===== src/rtl/mult4_acc_if.sv =====
// Bus between the 4x4 multiplier side and the product accumulator.
// The master drives products and commands; the slave (mult4_acc) returns the sum.
interface mult4_acc_if;
    logic [7:0]  pp;
    logic        done;
    logic        start;
    logic [3:0]  len;
    logic [11:0] acc;
    logic [4:0]  count;
    logic        busy;
    logic        valid;
    logic [7:0]  peak;

    modport master (
        output pp, done, start, len,
        input  acc, count, busy, valid, peak
    );

    modport slave (
        input  pp, done, start, len,
        output acc, count, busy, valid, peak
    );
endinterface


===== src/rtl/mult4_acc.sv =====
// mult4_acc: sums a programmed number (1..16) of 8-bit products from the
// multiplier into a 12-bit accumulator, one product per rising edge of done.
// Optional feature macro: MULT4_ACC_PEAK_EN adds a running-maximum register
// on the peak output; without it peak is a constant 0.
module mult4_acc (
    input  logic        clk,
    input  logic        rst,
    mult4_acc_if.slave  bus
);
    typedef enum logic [1:0] {IDLE, ACC, HOLD} state_t;

    state_t      state;
    logic [11:0] acc_r;
    logic [4:0]  count_r;
    logic [4:0]  remaining;
    logic        done_q;
    logic        busy_r;
    logic        valid_r;
    logic        accept;

    // A held-high done must count only once, so only its rising edge is used.
    assign accept = bus.done & ~done_q;

    // Main control: start always wins; products are taken only while in ACC.
    always_ff @(posedge clk or negedge rst) begin
        if (!rst) begin
            state     <= IDLE;
            acc_r     <= 12'h000;
            count_r   <= 5'd0;
            remaining <= 5'd0;
            done_q    <= 1'b0;
            busy_r    <= 1'b0;
            valid_r   <= 1'b0;
        end else begin
            done_q <= bus.done;
            if (bus.start) begin
                state     <= ACC;
                acc_r     <= 12'h000;
                count_r   <= 5'd0;
                remaining <= (bus.len == 4'd0) ? 5'd16 : {1'b0, bus.len};
                busy_r    <= 1'b1;
                valid_r   <= 1'b0;
            end else if (state == ACC && accept) begin
                // 16 * 225 = 3600 fits in 12 bits, so no overflow handling.
                acc_r     <= acc_r + {4'h0, bus.pp};
                count_r   <= count_r + 5'd1;
                remaining <= remaining - 5'd1;
                if (remaining == 5'd1) begin
                    state   <= HOLD;
                    busy_r  <= 1'b0;
                    valid_r <= 1'b1;
                end
            end
        end
    end

    assign bus.acc   = acc_r;
    assign bus.count = count_r;
    assign bus.busy  = busy_r;
    assign bus.valid = valid_r;

`ifdef MULT4_ACC_PEAK_EN
    logic [7:0] peak_r;

    // Largest product of the current sum; frozen outside ACC.
    always_ff @(posedge clk or negedge rst) begin
        if (!rst) begin
            peak_r <= 8'h00;
        end else if (bus.start) begin
            peak_r <= 8'h00;
        end else if (state == ACC && accept && bus.pp > peak_r) begin
            peak_r <= bus.pp;
        end
    end

    assign bus.peak = peak_r;
`else
    assign bus.peak = 8'h00;
`endif
endmodule


===== src/flat_wrapper.sv =====
// flat-port wrapper written by rule: the top's interface ports become plain ports
module mult4_acc_flat 
  (clk, rst, bus_pp, bus_done, bus_start, bus_len, bus_acc, bus_count, bus_busy, bus_valid, bus_peak);
  mult4_acc_if bus_i ();
  input  logic clk;
  input  logic rst;
  input wire logic [$bits(bus_i.pp)-1:0] bus_pp;
  input wire logic [$bits(bus_i.done)-1:0] bus_done;
  input wire logic [$bits(bus_i.start)-1:0] bus_start;
  input wire logic [$bits(bus_i.len)-1:0] bus_len;
  output wire logic [$bits(bus_i.acc)-1:0] bus_acc;
  output wire logic [$bits(bus_i.count)-1:0] bus_count;
  output wire logic [$bits(bus_i.busy)-1:0] bus_busy;
  output wire logic [$bits(bus_i.valid)-1:0] bus_valid;
  output wire logic [$bits(bus_i.peak)-1:0] bus_peak;
  assign bus_i.pp = bus_pp;
  assign bus_i.done = bus_done;
  assign bus_i.start = bus_start;
  assign bus_i.len = bus_len;
  assign bus_acc = bus_i.acc;
  assign bus_count = bus_i.count;
  assign bus_busy = bus_i.busy;
  assign bus_valid = bus_i.valid;
  assign bus_peak = bus_i.peak;
  mult4_acc u_core (.clk(clk), .rst(rst), .bus(bus_i));
endmodule

===== config.mk =====
export PLATFORM = sky130hd
export DESIGN_NAME = mult4_acc_flat
export DESIGN_NICKNAME = d
export VERILOG_FILES = /design/src/rtl/mult4_acc_if.sv /design/src/rtl/mult4_acc.sv /design/src/flat_wrapper.sv
export SDC_FILE = /design/constraint.sdc
export NUM_CORES = 1
export LEC_CHECK = 0
export BUFFER_PORTS_ARGS = -buffer_cell sky130_fd_sc_hd__buf_2
export CAP_MARGIN = 20
export CORE_MARGIN = 2
export CORE_UTILIZATION = 43
export CTS_CLUSTER_DIAMETER = 150
export CTS_CLUSTER_SIZE = 28
export DETAILED_ROUTE_END_ITERATION = 16
export GPL_TIMING_DRIVEN = 0
export PLACE_DENSITY = 0.73
export SLEW_MARGIN = 20
export SYNTH_ARGS = -nofsm -noshare
export SYNTH_HDL_FRONTEND = slang
export SYNTH_SLANG_ARGS = --single-unit

===== constraint.sdc =====
create_clock -name clk -period 2.44 [get_ports clk]
set_clock_uncertainty 0.2 [all_clocks]
set_input_delay 0.488 -clock clk [delete_from_list [all_inputs] [get_ports clk]]
set_output_delay 0.488 -clock clk [all_outputs]
set_load 0.02 [all_outputs]

==> flow_metrics.tcl, run 1 <==
set metrics [dict create \
    worstSetupStartpoint "u_core.bus.acc[0]$_DFFE_PN0P_" \
    syn_avg_cell_area_um2 9.74 \
    clock_sinks 25 \
    timing.critical_path.depth 6 \
    via_per_inst 5.09 \
    final-instance-count-excl-fill 256 \
    final-hold-violation-count 0 \
    dp_cells 252 \
    endpoint_kind "flip-flop" \
    antennaDiodeCount 0 \
    cts_buffer_depth 2 \
    critical_path.endpoint "u_core.bus.acc[10]$_DFFE_PN0P_" \
    total_die_area_mm2 0.00419 \
    worstPathBufferInverterCount 0 \
    drive_gt1_frac 0.264 \
    timing.rr.start "u_core.bus.acc[0]$_DFFE_PN0P_" \
    arrival_time_worst_endpoint_ns 2.25 \
    place_congestion 0.821 \
    detail_route.drc_violations 0 \
    final_cell_mix "sky130_fd_sc_hd__buf_2, sky130_fd_sc_hd__dfrtp_1, sky130_fd_sc_hd__nor2_1" \
    core_region_area_mm2 0.00361 \
    vias 1302 \
    initial_antenna_violation_count 0 \
    synthAdderAreaFrac 0.0993 \
    cpMaxStageDelayCell "sky130_fd_sc_hd__fa_1" \
    cts_root_buf "sky130_fd_sc_hd__clkbuf_8" \
    total_leakage_power_nw 0.974 \
    critPathMaxStageDelay_ns 0.45 \
    cts_resized 0 \
    synthesis.yosys.warnings 0 \
    seq_area_frac_synth 0.394 \
    drt-wirelength-per-cell_um 12.7 \
    grt_pass1_wl_um 5500 \
    setup_viol 0 \
    cts.repair_timing.setup_buffer_count 0 \
    post_synth_xor_area_fraction 0.0662 \
    synth.cell_area_mm2 0.00159 \
    yosys_register_bits 25 \
    finish.net_count 237 \
    timing.rr.end "u_core.bus.acc[10]$_DFFE_PN0P_" \
    critPathMaxFanout 3 \
    antenna_violating_nets_post_route 0 \
    rr_worst_depth 6 \
    die_h_um 64.8 \
    hold_class "input pin to asynchronous set/reset pin" \
    synth-simple-area-share 0.162 \
    floorplan.rows 22 \
    die-width_um 64.8 \
    area_growth_synth_to_finish_pct 19.2 \
    fmax_mhz 437 \
    synth_top_family_by_area "compound AO/OA/AOI/OAI gates" \
    finalMaxSlewViolations 0 \
    worst_setup_hold_path_clk_slew_ns 0.09 \
    syn_inst 163 \
    place.detailed.hpwl_um 2440 \
    design_power_uw 946 \
    finish.instance_area_mm2 0.00189 \
    worst_skew_pair.late_latency_ns 0.27 \
    crit_family "adder cells" \
    period_minus_slack_ns 2.29 \
    htree_num_levels 1 \
    drtIter0Drc 64 \
    finalWirelength_um 3260 \
    status "finished, final reports clean" \
    drt_pass1_iterations 4 \
    p_per_area_mw_per_mm2 500 \
    max-cap-violations 0 \
    setup_slack_of_the_worst_register_to_register_path_ns 0.15 \
    criticalPathCategory "flip-flop to flip-flop" \
    grt_max_degree 26 \
    io_buffers 34 \
    overflow 0 \
    cp_cell_sequence "ha_1 > fa_1 > a211oi_1 > o21a_1 > o21ai_0 > mux2_2" \
    worstMarginPinSlew_ns 0.581 \
    final.period_utilization 0.937 \
    setup-tns-final_ns 0 \
    synth.distinct_cells 40 \
    synthesized_area_fraction_occupied_by_ao_oa_aoi_and_oai_cells 0.177 \
    required_time_reported_for_the_critical_path_endpoint_ns 2.40 \
    type_of_element_launching_the_critical_path "flip-flop" \
    grt_setup_unrepaired "false" \
    postPlaceCellArea_mm2 0.00184 \
    cts_made_buffers 3 \
    vdd.ir_drop.worst_uv 309 \
    grt_use_total 0.165 \
    holdWs_ns 0.00360 \
    cts_tree "built" \
    ioPinCount 43 \
    post_cts_hold_buffer_count 0 \
    muxShareOfSynthArea 0.0355 \
    initial_utilization 0.440 \
    leading_cell_type_in_the_layout_fill_and_taps_excluded "sky130_fd_sc_hd__buf_2" \
    timing.max_slew.rel_slack 0.612 \
    first_global_vias 1248 \
]
registers in the layout (all words and copies together) (netlist names):
signal            cells
u_core.bus.acc       12
u_core.bus.count      5
u_core.bus.valid      1
u_core.done_q         1
u_core.remaining      5
u_core.state          1
synthesized netlist by cell type:
library cell	instances	share of area
sky130_fd_sc_hd__a211o_1	1	0.0055
sky130_fd_sc_hd__a211oi_1	3	0.014
sky130_fd_sc_hd__a21o_1	5	0.024
sky130_fd_sc_hd__a21o_2	2	0.011
sky130_fd_sc_hd__a21oi_1	12	0.038
sky130_fd_sc_hd__a2bb2oi_1	1	0.0055
sky130_fd_sc_hd__a311o_1	1	0.0063
sky130_fd_sc_hd__a32o_1	1	0.0063
sky130_fd_sc_hd__a41o_1	1	0.0063
sky130_fd_sc_hd__and3_1	1	0.0039
sky130_fd_sc_hd__and4_1	1	0.0055
sky130_fd_sc_hd__buf_2	2	0.0063
sky130_fd_sc_hd__buf_4	8	0.038
sky130_fd_sc_hd__clkbuf_1	5	0.012
sky130_fd_sc_hd__conb_1	1	0.0024
sky130_fd_sc_hd__dfrtp_1	25	0.39
sky130_fd_sc_hd__fa_1	1	0.013
sky130_fd_sc_hd__ha_1	11	0.087
sky130_fd_sc_hd__inv_1	3	0.0071
sky130_fd_sc_hd__mux2_2	5	0.035
sky130_fd_sc_hd__nand2_1	11	0.026
sky130_fd_sc_hd__nand2b_1	2	0.0079
sky130_fd_sc_hd__nand3_1	4	0.013
sky130_fd_sc_hd__nand3b_1	4	0.019
sky130_fd_sc_hd__nand4_1	2	0.0079
sky130_fd_sc_hd__nand4b_1	2	0.011
sky130_fd_sc_hd__nand4bb_1	1	0.0071
sky130_fd_sc_hd__nor2_1	13	0.031
sky130_fd_sc_hd__nor2b_1	4	0.016
sky130_fd_sc_hd__nor4_1	1	0.0039
sky130_fd_sc_hd__nor4bb_1	1	0.0063
sky130_fd_sc_hd__o211a_1	1	0.0063
sky130_fd_sc_hd__o211ai_1	2	0.0095
sky130_fd_sc_hd__o21a_1	2	0.0095
sky130_fd_sc_hd__o21ai_0	8	0.025
sky130_fd_sc_hd__o22ai_1	1	0.0039
sky130_fd_sc_hd__o2bb2a_1	1	0.0063
sky130_fd_sc_hd__or4_1	1	0.0047
sky130_fd_sc_hd__xnor2_1	5	0.028
sky130_fd_sc_hd__xor2_1	7	0.039
layout make-up:
cell class	count	area (µm²)
well taps	48	60.1
repair buffers	34	170
inverters	3	11.3
multi-input cells	127	888
fillers	345	1710
clock inverters	1	7.51
flip-flops and latches	25	626
clock buffers	3	41.3
plain buffers	15	88.8
report_power, final:
group,switching (mW),internal [mW],leakage [nW]
logic,0.133,0.0980,0.624
clock network,0.140,0.116,0.0217
registers,0.0215,0.437,0.329
total,0.295,0.651,0.974
layer usage:
layer	track usage	share of wire	wire (µm)	vias to the layer above
li1	-	-	-	658
met1	0.220	0.49	1610	612
met2	0.286	0.46	1490	30
met3	0.0243	0.045	148	2
met4	0.0319	0.0025	8	0
met5	0	0	0	-
stage by stage:
step	setup slack [ns]	util
after floorplan	0.257	-
after global placement	0.0348	0.511
after detailed placement	0.0154	0.511
after CTS	0.183	0.525
after global routing	0.0597	0.525
final	0.153	0.525
worst min-delay path by stage:
stage	startpoint	end	cells after the start
after CTS	rst	u_core.done_q$_DFF_PN0_	1
after global routing	rst	u_core.done_q$_DFF_PN0_	1
after detailed placement	rst	u_core.done_q$_DFF_PN0_	1
after floorplan	rst	u_core.bus.acc[0]$_DFFE_PN0P_	0
after global placement	u_core.remaining[4]$_DFFE_PN0P_	u_core.remaining[4]$_DFFE_PN0P_	1
final	rst	u_core.done_q$_DFF_PN0_	1
cell families (layout without fill, tap and decap cells):
group           after synthesis  in the layout
simple gates                 48             48
compound gates               42             42
flops                        25             25
buf+inv                      18             56
fa+ha+maj                    12             12
xor+xnor                     12             12
mux                           5              5
other cells                   1              8
Power figures use the tool's default switching activity.
==> run 2, diff against run 1 <==
--- a/config.mk
+++ b/config.mk
@@ -9,10 +9,10 @@
 export CAP_MARGIN = 20
 export CORE_MARGIN = 2
 export CORE_UTILIZATION = 43
+export CTS_BUF_LIST = sky130_fd_sc_hd__clkbuf_4 sky130_fd_sc_hd__clkbuf_8 sky130_fd_sc_hd__clkbuf_16
 export CTS_CLUSTER_DIAMETER = 150
 export CTS_CLUSTER_SIZE = 28
 export DETAILED_ROUTE_END_ITERATION = 16
-export GPL_TIMING_DRIVEN = 0
 export PLACE_DENSITY = 0.73
 export SLEW_MARGIN = 20
 export SYNTH_ARGS = -nofsm -noshare
==> flow_metrics.tcl, run 2 (same netlist as run 1, synthesis figures left out) <==
set metrics [dict create \
    floorplan.rows 22 \
    global_route.usage.met1 0.221 \
    fillers 375 \
    die_h_um 64.8 \
    core_region_area_mm2 0.00361 \
    period_minus_slack_ns 2.27 \
    cts_resized 0 \
    total_leakage_power_nw 0.944 \
    timing.rr.end "u_core.bus.acc[10]$_DFFE_PN0P_" \
    die-width_um 64.8 \
    leading_cell_type_in_the_layout_fill_and_taps_excluded "sky130_fd_sc_hd__buf_2" \
    setup_viol 0 \
    total_die_area_mm2 0.00419 \
    grtUsageMet2 0.300 \
    place.detailed.hpwl_um 2380 \
    cts.repair_timing.setup_buffer_count 0 \
    finalWirelength_um 3230 \
    cts_root_buf "sky130_fd_sc_hd__clkbuf_8" \
    criticalPathCategory "flip-flop to flip-flop" \
    cts_made_buffers 3 \
    place_worst_setup_slack_ns 0.0166 \
    hold_class "input pin to asynchronous set/reset pin" \
    worst_skew_pair.late_latency_ns 0.28 \
    rr_worst_depth 6 \
    finalMaxSlewViolations 0 \
    top_usage_layer "met2" \
    type_of_element_launching_the_critical_path "flip-flop" \
    timing.rr.start "u_core.bus.acc[0]$_DFFE_PN0P_" \
    io_buffers 34 \
    dp_cells 241 \
    setup-tns-final_ns 0 \
    critPathMaxFanout 3 \
    clock_sinks 25 \
    holdWs_ns -0.0143 \
    final.period_utilization 0.931 \
    post_cts_hold_buffer_count 0 \
    initial_utilization 0.440 \
    drt-wirelength-per-cell_um 13.2 \
    vias 1282 \
    finish.net_count 226 \
    grt_max_degree 33 \
    cpMaxStageDelayCell "sky130_fd_sc_hd__fa_1" \
    final_cell_mix "sky130_fd_sc_hd__buf_2, sky130_fd_sc_hd__dfrtp_1, sky130_fd_sc_hd__nor2_1" \
    area_growth_synth_to_finish_pct 16.5 \
    failing_checks "negative hold slack" \
    setup_slack_of_the_worst_register_to_register_path_ns 0.17 \
    worstMarginPinSlew_ns 0.573 \
    arrival_time_worst_endpoint_ns 2.24 \
    overflow 0 \
    drtIter0Drc 67 \
    netSwitchingFraction 0.317 \
    critical_path.endpoint "u_core.bus.acc[10]$_DFFE_PN0P_" \
    cp_cell_sequence "ha_1 > fa_1 > a211oi_1 > o21a_1 > o21ai_0 > mux2_2" \
    worst_setup_hold_path_clk_slew_ns 0.10 \
    worstSetupStartpoint "u_core.bus.acc[0]$_DFFE_PN0P_" \
    timing.critical_path.depth 6 \
    drt_pass1_iterations 4 \
    seq_power_share 0.481 \
    antennaDiodeCount 0 \
    grt_pass1_wl_um 5760 \
    grt_setup_unrepaired "false" \
    cts_buffer_depth 2 \
    share_clk_of_total_power 0.283 \
    htree_num_levels 1 \
    number_of_flip_flops_under_the_largest_register_name 12 \
    final-instance-count-excl-fill 245 \
    required_time_reported_for_the_critical_path_endpoint_ns 2.41 \
    combPwrFrac 0.236 \
    final-hold-violation-count 25 \
    via_per_inst 5.23 \
    max-cap-violations 0 \
    initial_antenna_violation_count 0 \
    fmax_mhz 440 \
    finalWorstSetupSlack_ns 0.167 \
    place_congestion 0.778 \
    endpoint_kind "flip-flop" \
    status "finished, violations left" \
    detail_route.drc_violations 0 \
    p_per_area_mw_per_mm2 515 \
    worstPathBufferInverterCount 0 \
    antenna_violating_nets_post_route 0 \
    vdd.ir_drop.worst_uv 231 \
    first_global_vias 1264 \
    grt_use_total 0.178 \
    cts_tree "built" \
    power.switching_uw 302 \
    timing.max_slew.rel_slack 0.618 \
    internal-power_uw 652 \
    ioPinCount 43 \
    critPathMaxStageDelay_ns 0.43 \
    met3_usage 0.0295 \
    drive_gt1_frac 0.254 \
    crit_family "adder cells" \
]
[run 2: cell count changes in the layout (fill, tap and decap cells not counted)]
cell | previous run | this run
sky130_fd_sc_hd__inv_6 | 0 | 1
sky130_fd_sc_hd__nor4bb_4 | 0 | 1
sky130_fd_sc_hd__buf_4 | 8 | 4
sky130_fd_sc_hd__nor4bb_1 | 1 | 0
sky130_fd_sc_hd__buf_2 | 36 | 34
sky130_fd_sc_hd__clkinvlp_4 | 1 | 0
sky130_fd_sc_hd__clkbuf_1 | 5 | 0
[run 2: area by class of cell]
cell class	instances	area, µm²	area share
inverter	3	11.3	0.00609
multi-input combinational	127	903	0.488
timing repair buffer	38	200	0.108
clock inverter	1	8.76	0.00473
tap	48	60.1	0.0325
sequential	25	626	0.338
clock buffer	3	41.3	0.0223
[run 2: metal layers]
layer  wire length [µm]  vias up
met4                 40        0
met1               1420      606
met2               1610       37
li1                   -      635
met3                158        4
met5                  0        -
[run 2: worst min-delay path by stage]
stage                                         start                         endpoint  slack [ns]  cells past startpoint
CTS                                             rst  u_core.remaining[0]$_DFFE_PN0P_       0.004                      1
finish                                          rst      u_core.state[0]$_DFFE_PN0P_       -0.01                      1
detailed placement  u_core.remaining[4]$_DFFE_PN0P_  u_core.remaining[4]$_DFFE_PN0P_        0.31                      1
floorplan                                       rst    u_core.bus.acc[0]$_DFFE_PN0P_      -0.008                      0
global route                                    rst          u_core.done_q$_DFF_PN0_        0.02                      1
global placement        u_core.state[0]$_DFFE_PN0P_      u_core.state[0]$_DFFE_PN0P_        0.31                      1
[run 2: stage by stage]
step	hold slack [ns]	area (µm²)	util	power (mW)
2_1_floorplan	-0.00759	1610	-	0.630
3_3_place_gp	0.315	1800	0.499	0.691
3_5_place_dp	0.313	1800	0.499	0.694
4_1_cts	0.00400	1850	0.513	0.965
5_1_grt	0.0195	1850	0.513	1.02
6_report	-0.0143	1850	0.513	0.954
[run 2: worst register-to-register path, stage by stage, from the launching register on]
cell and delay [ns]:
sky130_fd_sc_hd__dfrtp_1 0.41, sky130_fd_sc_hd__ha_1 0.25, sky130_fd_sc_hd__fa_1 0.43, sky130_fd_sc_hd__a211oi_1 0.25
sky130_fd_sc_hd__o21a_1 0.20, sky130_fd_sc_hd__o21ai_0 0.13, sky130_fd_sc_hd__mux2_2 0.29
[run 2: power by group through the flow]
stage / combinational, mW / clock [mW] / sequential, mW
after floorplan: 0.151 / 0 / 0.480
after global placement: 0.225 / 0 / 0.467
after detailed placement: 0.227 / 0 / 0.468
after CTS: 0.228 / 0.278 / 0.459
after global routing: 0.253 / 0.303 / 0.464
final: 0.225 / 0.270 / 0.459
==> run 3, diff against run 2 <==
--- a/config.mk
+++ b/config.mk
@@ -8,12 +8,14 @@
 export BUFFER_PORTS_ARGS = -buffer_cell sky130_fd_sc_hd__buf_2
 export CAP_MARGIN = 20
 export CORE_MARGIN = 2
-export CORE_UTILIZATION = 43
+export CORE_UTILIZATION = 52
 export CTS_BUF_LIST = sky130_fd_sc_hd__clkbuf_4 sky130_fd_sc_hd__clkbuf_8 sky130_fd_sc_hd__clkbuf_16
 export CTS_CLUSTER_DIAMETER = 150
 export CTS_CLUSTER_SIZE = 28
 export DETAILED_ROUTE_END_ITERATION = 16
-export PLACE_DENSITY = 0.73
+export GPL_ROUTABILITY_DRIVEN = 0
+export GPL_TIMING_DRIVEN = 0
+export PLACE_DENSITY = 0.85
 export SLEW_MARGIN = 20
 export SYNTH_ARGS = -nofsm -noshare
 export SYNTH_HDL_FRONTEND = slang
==> flow_metrics.tcl, run 3 (same netlist as run 1, synthesis figures left out) <==
set metrics [dict create \
    status "finished, final reports clean" \
    die_h_um 59.3 \
    post_cts_hold_buffer_count 1 \
    top_usage_layer "met2" \
    total_leakage_power_nw 0.975 \
    multiInputGateArea_um2 888 \
    internal-power_uw 597 \
    cts.repair_timing.setup_buffer_count 0 \
    place_worst_setup_slack_ns 0.0369 \
    worst_skew_pair.late_latency_ns 0.32 \
    type_of_element_launching_the_critical_path "flip-flop" \
    share_clk_of_total_power 0.217 \
    grtUsageMet2 0.311 \
    finalWorstSetupSlack_ns 0.189 \
    antennaDiodeCount 0 \
    overflow 0 \
    cts_made_buffers 3 \
    layout.area.seq_um2 626 \
    cts_buffer_depth 2 \
    place.detailed.hpwl_um 2250 \
    criticalPathCategory "flip-flop to flip-flop" \
    timing.max_slew.rel_slack 0.632 \
    cts_resized 0 \
    htree_num_levels 1 \
    fillers 252 \
    antenna_violating_nets_post_route 0 \
    detail_route.drc_violations 0 \
    via_per_inst 5.36 \
    initial_antenna_violation_count 0 \
    floorplan.rows 20 \
    global_route.usage.met1 0.263 \
    ioPinCount 43 \
    finalWirelength_um 3060 \
    cts_root_buf "sky130_fd_sc_hd__clkbuf_4" \
    core_region_area_mm2 0.00298 \
    critical_path.endpoint "u_core.bus.acc[10]$_DFFE_PN0P_" \
    total_die_area_mm2 0.00351 \
    grt_pass1_wl_um 5180 \
    worst_setup_hold_path_clk_slew_ns 0.14 \
    netSwitchingFraction 0.320 \
    setup-tns-final_ns 0 \
    required_time_reported_for_the_critical_path_endpoint_ns 2.47 \
    initial_utilization 0.533 \
    io_buffers 34 \
    worstMarginPinSlew_ns 0.552 \
    leading_cell_type_in_the_layout_fill_and_taps_excluded "sky130_fd_sc_hd__buf_2" \
    drtIter0Drc 24 \
    grt_setup_unrepaired "false" \
    hold_class "input pin to flip-flop" \
    setup_viol 0 \
    fmax_mhz 444 \
    grt_use_total 0.192 \
    power.switching_uw 281 \
    timing.rr.start "u_core.bus.acc[0]$_DFFE_PN0P_" \
    arrival_time_worst_endpoint_ns 2.28 \
    area_growth_synth_to_finish_pct 17.3 \
    max-cap-violations 0 \
    setup_slack_of_the_worst_register_to_register_path_ns 0.19 \
    finalMaxSlewViolations 0 \
    clock_sinks 25 \
    worstSetupStartpoint "u_core.bus.acc[0]$_DFFE_PN0P_" \
    grt_max_degree 26 \
    final_cell_mix "sky130_fd_sc_hd__buf_2, sky130_fd_sc_hd__dfrtp_1, sky130_fd_sc_hd__nor2_1" \
    drt-wirelength-per-cell_um 12.6 \
    rr_worst_depth 6 \
    utilization 0.626 \
    met3_usage 0.0349 \
    seq_power_share 0.521 \
    vdd.ir_drop.worst_uv 257 \
    die-width_um 59.3 \
    cts_tree "built" \
    p_per_area_mw_per_mm2 471 \
    first_global_vias 1188 \
    number_of_flip_flops_under_the_largest_register_name 12 \
    timing.rr.end "u_core.bus.acc[10]$_DFFE_PN0P_" \
    drive_gt1_frac 0.263 \
    period_minus_slack_ns 2.25 \
    endpoint_kind "flip-flop" \
    final-hold-violation-count 0 \
    final.period_utilization 0.922 \
    combPwrFrac 0.262 \
    finish.net_count 238 \
    critPathMaxFanout 3 \
    drt_pass1_iterations 4 \
    vias 1298 \
]
==> run 3: cell count changes in the layout (fill, tap and decap cells not counted), sizes merged <==
cell / change
buf: +6
clkbuf: +5
clkinv: +1
dlygate4sd3: +1
inv: -1
==> run 3: per-layer routing <==
| metal | up-vias | part of all wire |
|---|---|---|
| li1 | 656 | - |
| met1 | 598 | 0.48 |
| met2 | 40 | 0.46 |
| met3 | 4 | 0.054 |
| met4 | 0 | 0.012 |
| met5 | - | 0 |
==> run 3: worst max-delay path, stage by stage, from the launching register on <==
cell	delay [ns]
sky130_fd_sc_hd__dfrtp_1	0.43
sky130_fd_sc_hd__ha_1	0.25
sky130_fd_sc_hd__fa_1	0.44
sky130_fd_sc_hd__a211oi_1	0.24
sky130_fd_sc_hd__o21a_1	0.21
sky130_fd_sc_hd__o21ai_0	0.12
sky130_fd_sc_hd__mux2_2	0.27
==> run 3: per-stage QoR <==
stage,hold slack (ns),instance area [µm²],power (mW),instances
floorplan,-0.00759,1610,0.630,170
global placement,0.307,1830,0.691,237
detailed placement,0.311,1830,0.694,237
CTS,0.0932,1860,0.880,242
global route,0.0738,1860,0.933,242
finish,0.0905,1860,0.878,242
==> run 3: worst min-delay path by stage <==
stage	startpoint	endpoint	slack, ns	cells past startpoint
5_1_grt	bus_done	u_core.done_q$_DFF_PN0_	0.07	1
4_1_cts	bus_done	u_core.done_q$_DFF_PN0_	0.09	1
3_3_place_gp	rst	u_core.bus.acc[5]$_DFFE_PN0P_	0.31	1
2_1_floorplan	rst	u_core.bus.acc[0]$_DFFE_PN0P_	-0.008	0
3_5_place_dp	u_core.remaining[4]$_DFFE_PN0P_	u_core.remaining[4]$_DFFE_PN0P_	0.31	1
6_report	bus_done	u_core.done_q$_DFF_PN0_	0.09	1
==> run 3: final cells by class <==
| type | count | share of cell area |
|---|---|---|
| Buffer | 15 | 0.0477 |
| Clock buffer | 3 | 0.0121 |
| Clock inverter | 1 | 0.00269 |
| Inverter | 3 | 0.00604 |
| Multi-Input combinational cell | 127 | 0.477 |
| Sequential cell | 25 | 0.336 |
| Tap cell | 33 | 0.0222 |
| Timing Repair Buffer | 35 | 0.0967 |
==> run 3: power groups by stage <==
stage	Sequential [mW]	Clock [mW]	Combinational, mW
finish	0.458	0.190	0.230
global route	0.462	0.212	0.259
CTS	0.458	0.192	0.230
detailed placement	0.466	0	0.228
global placement	0.465	0	0.225
floorplan	0.480	0	0.151
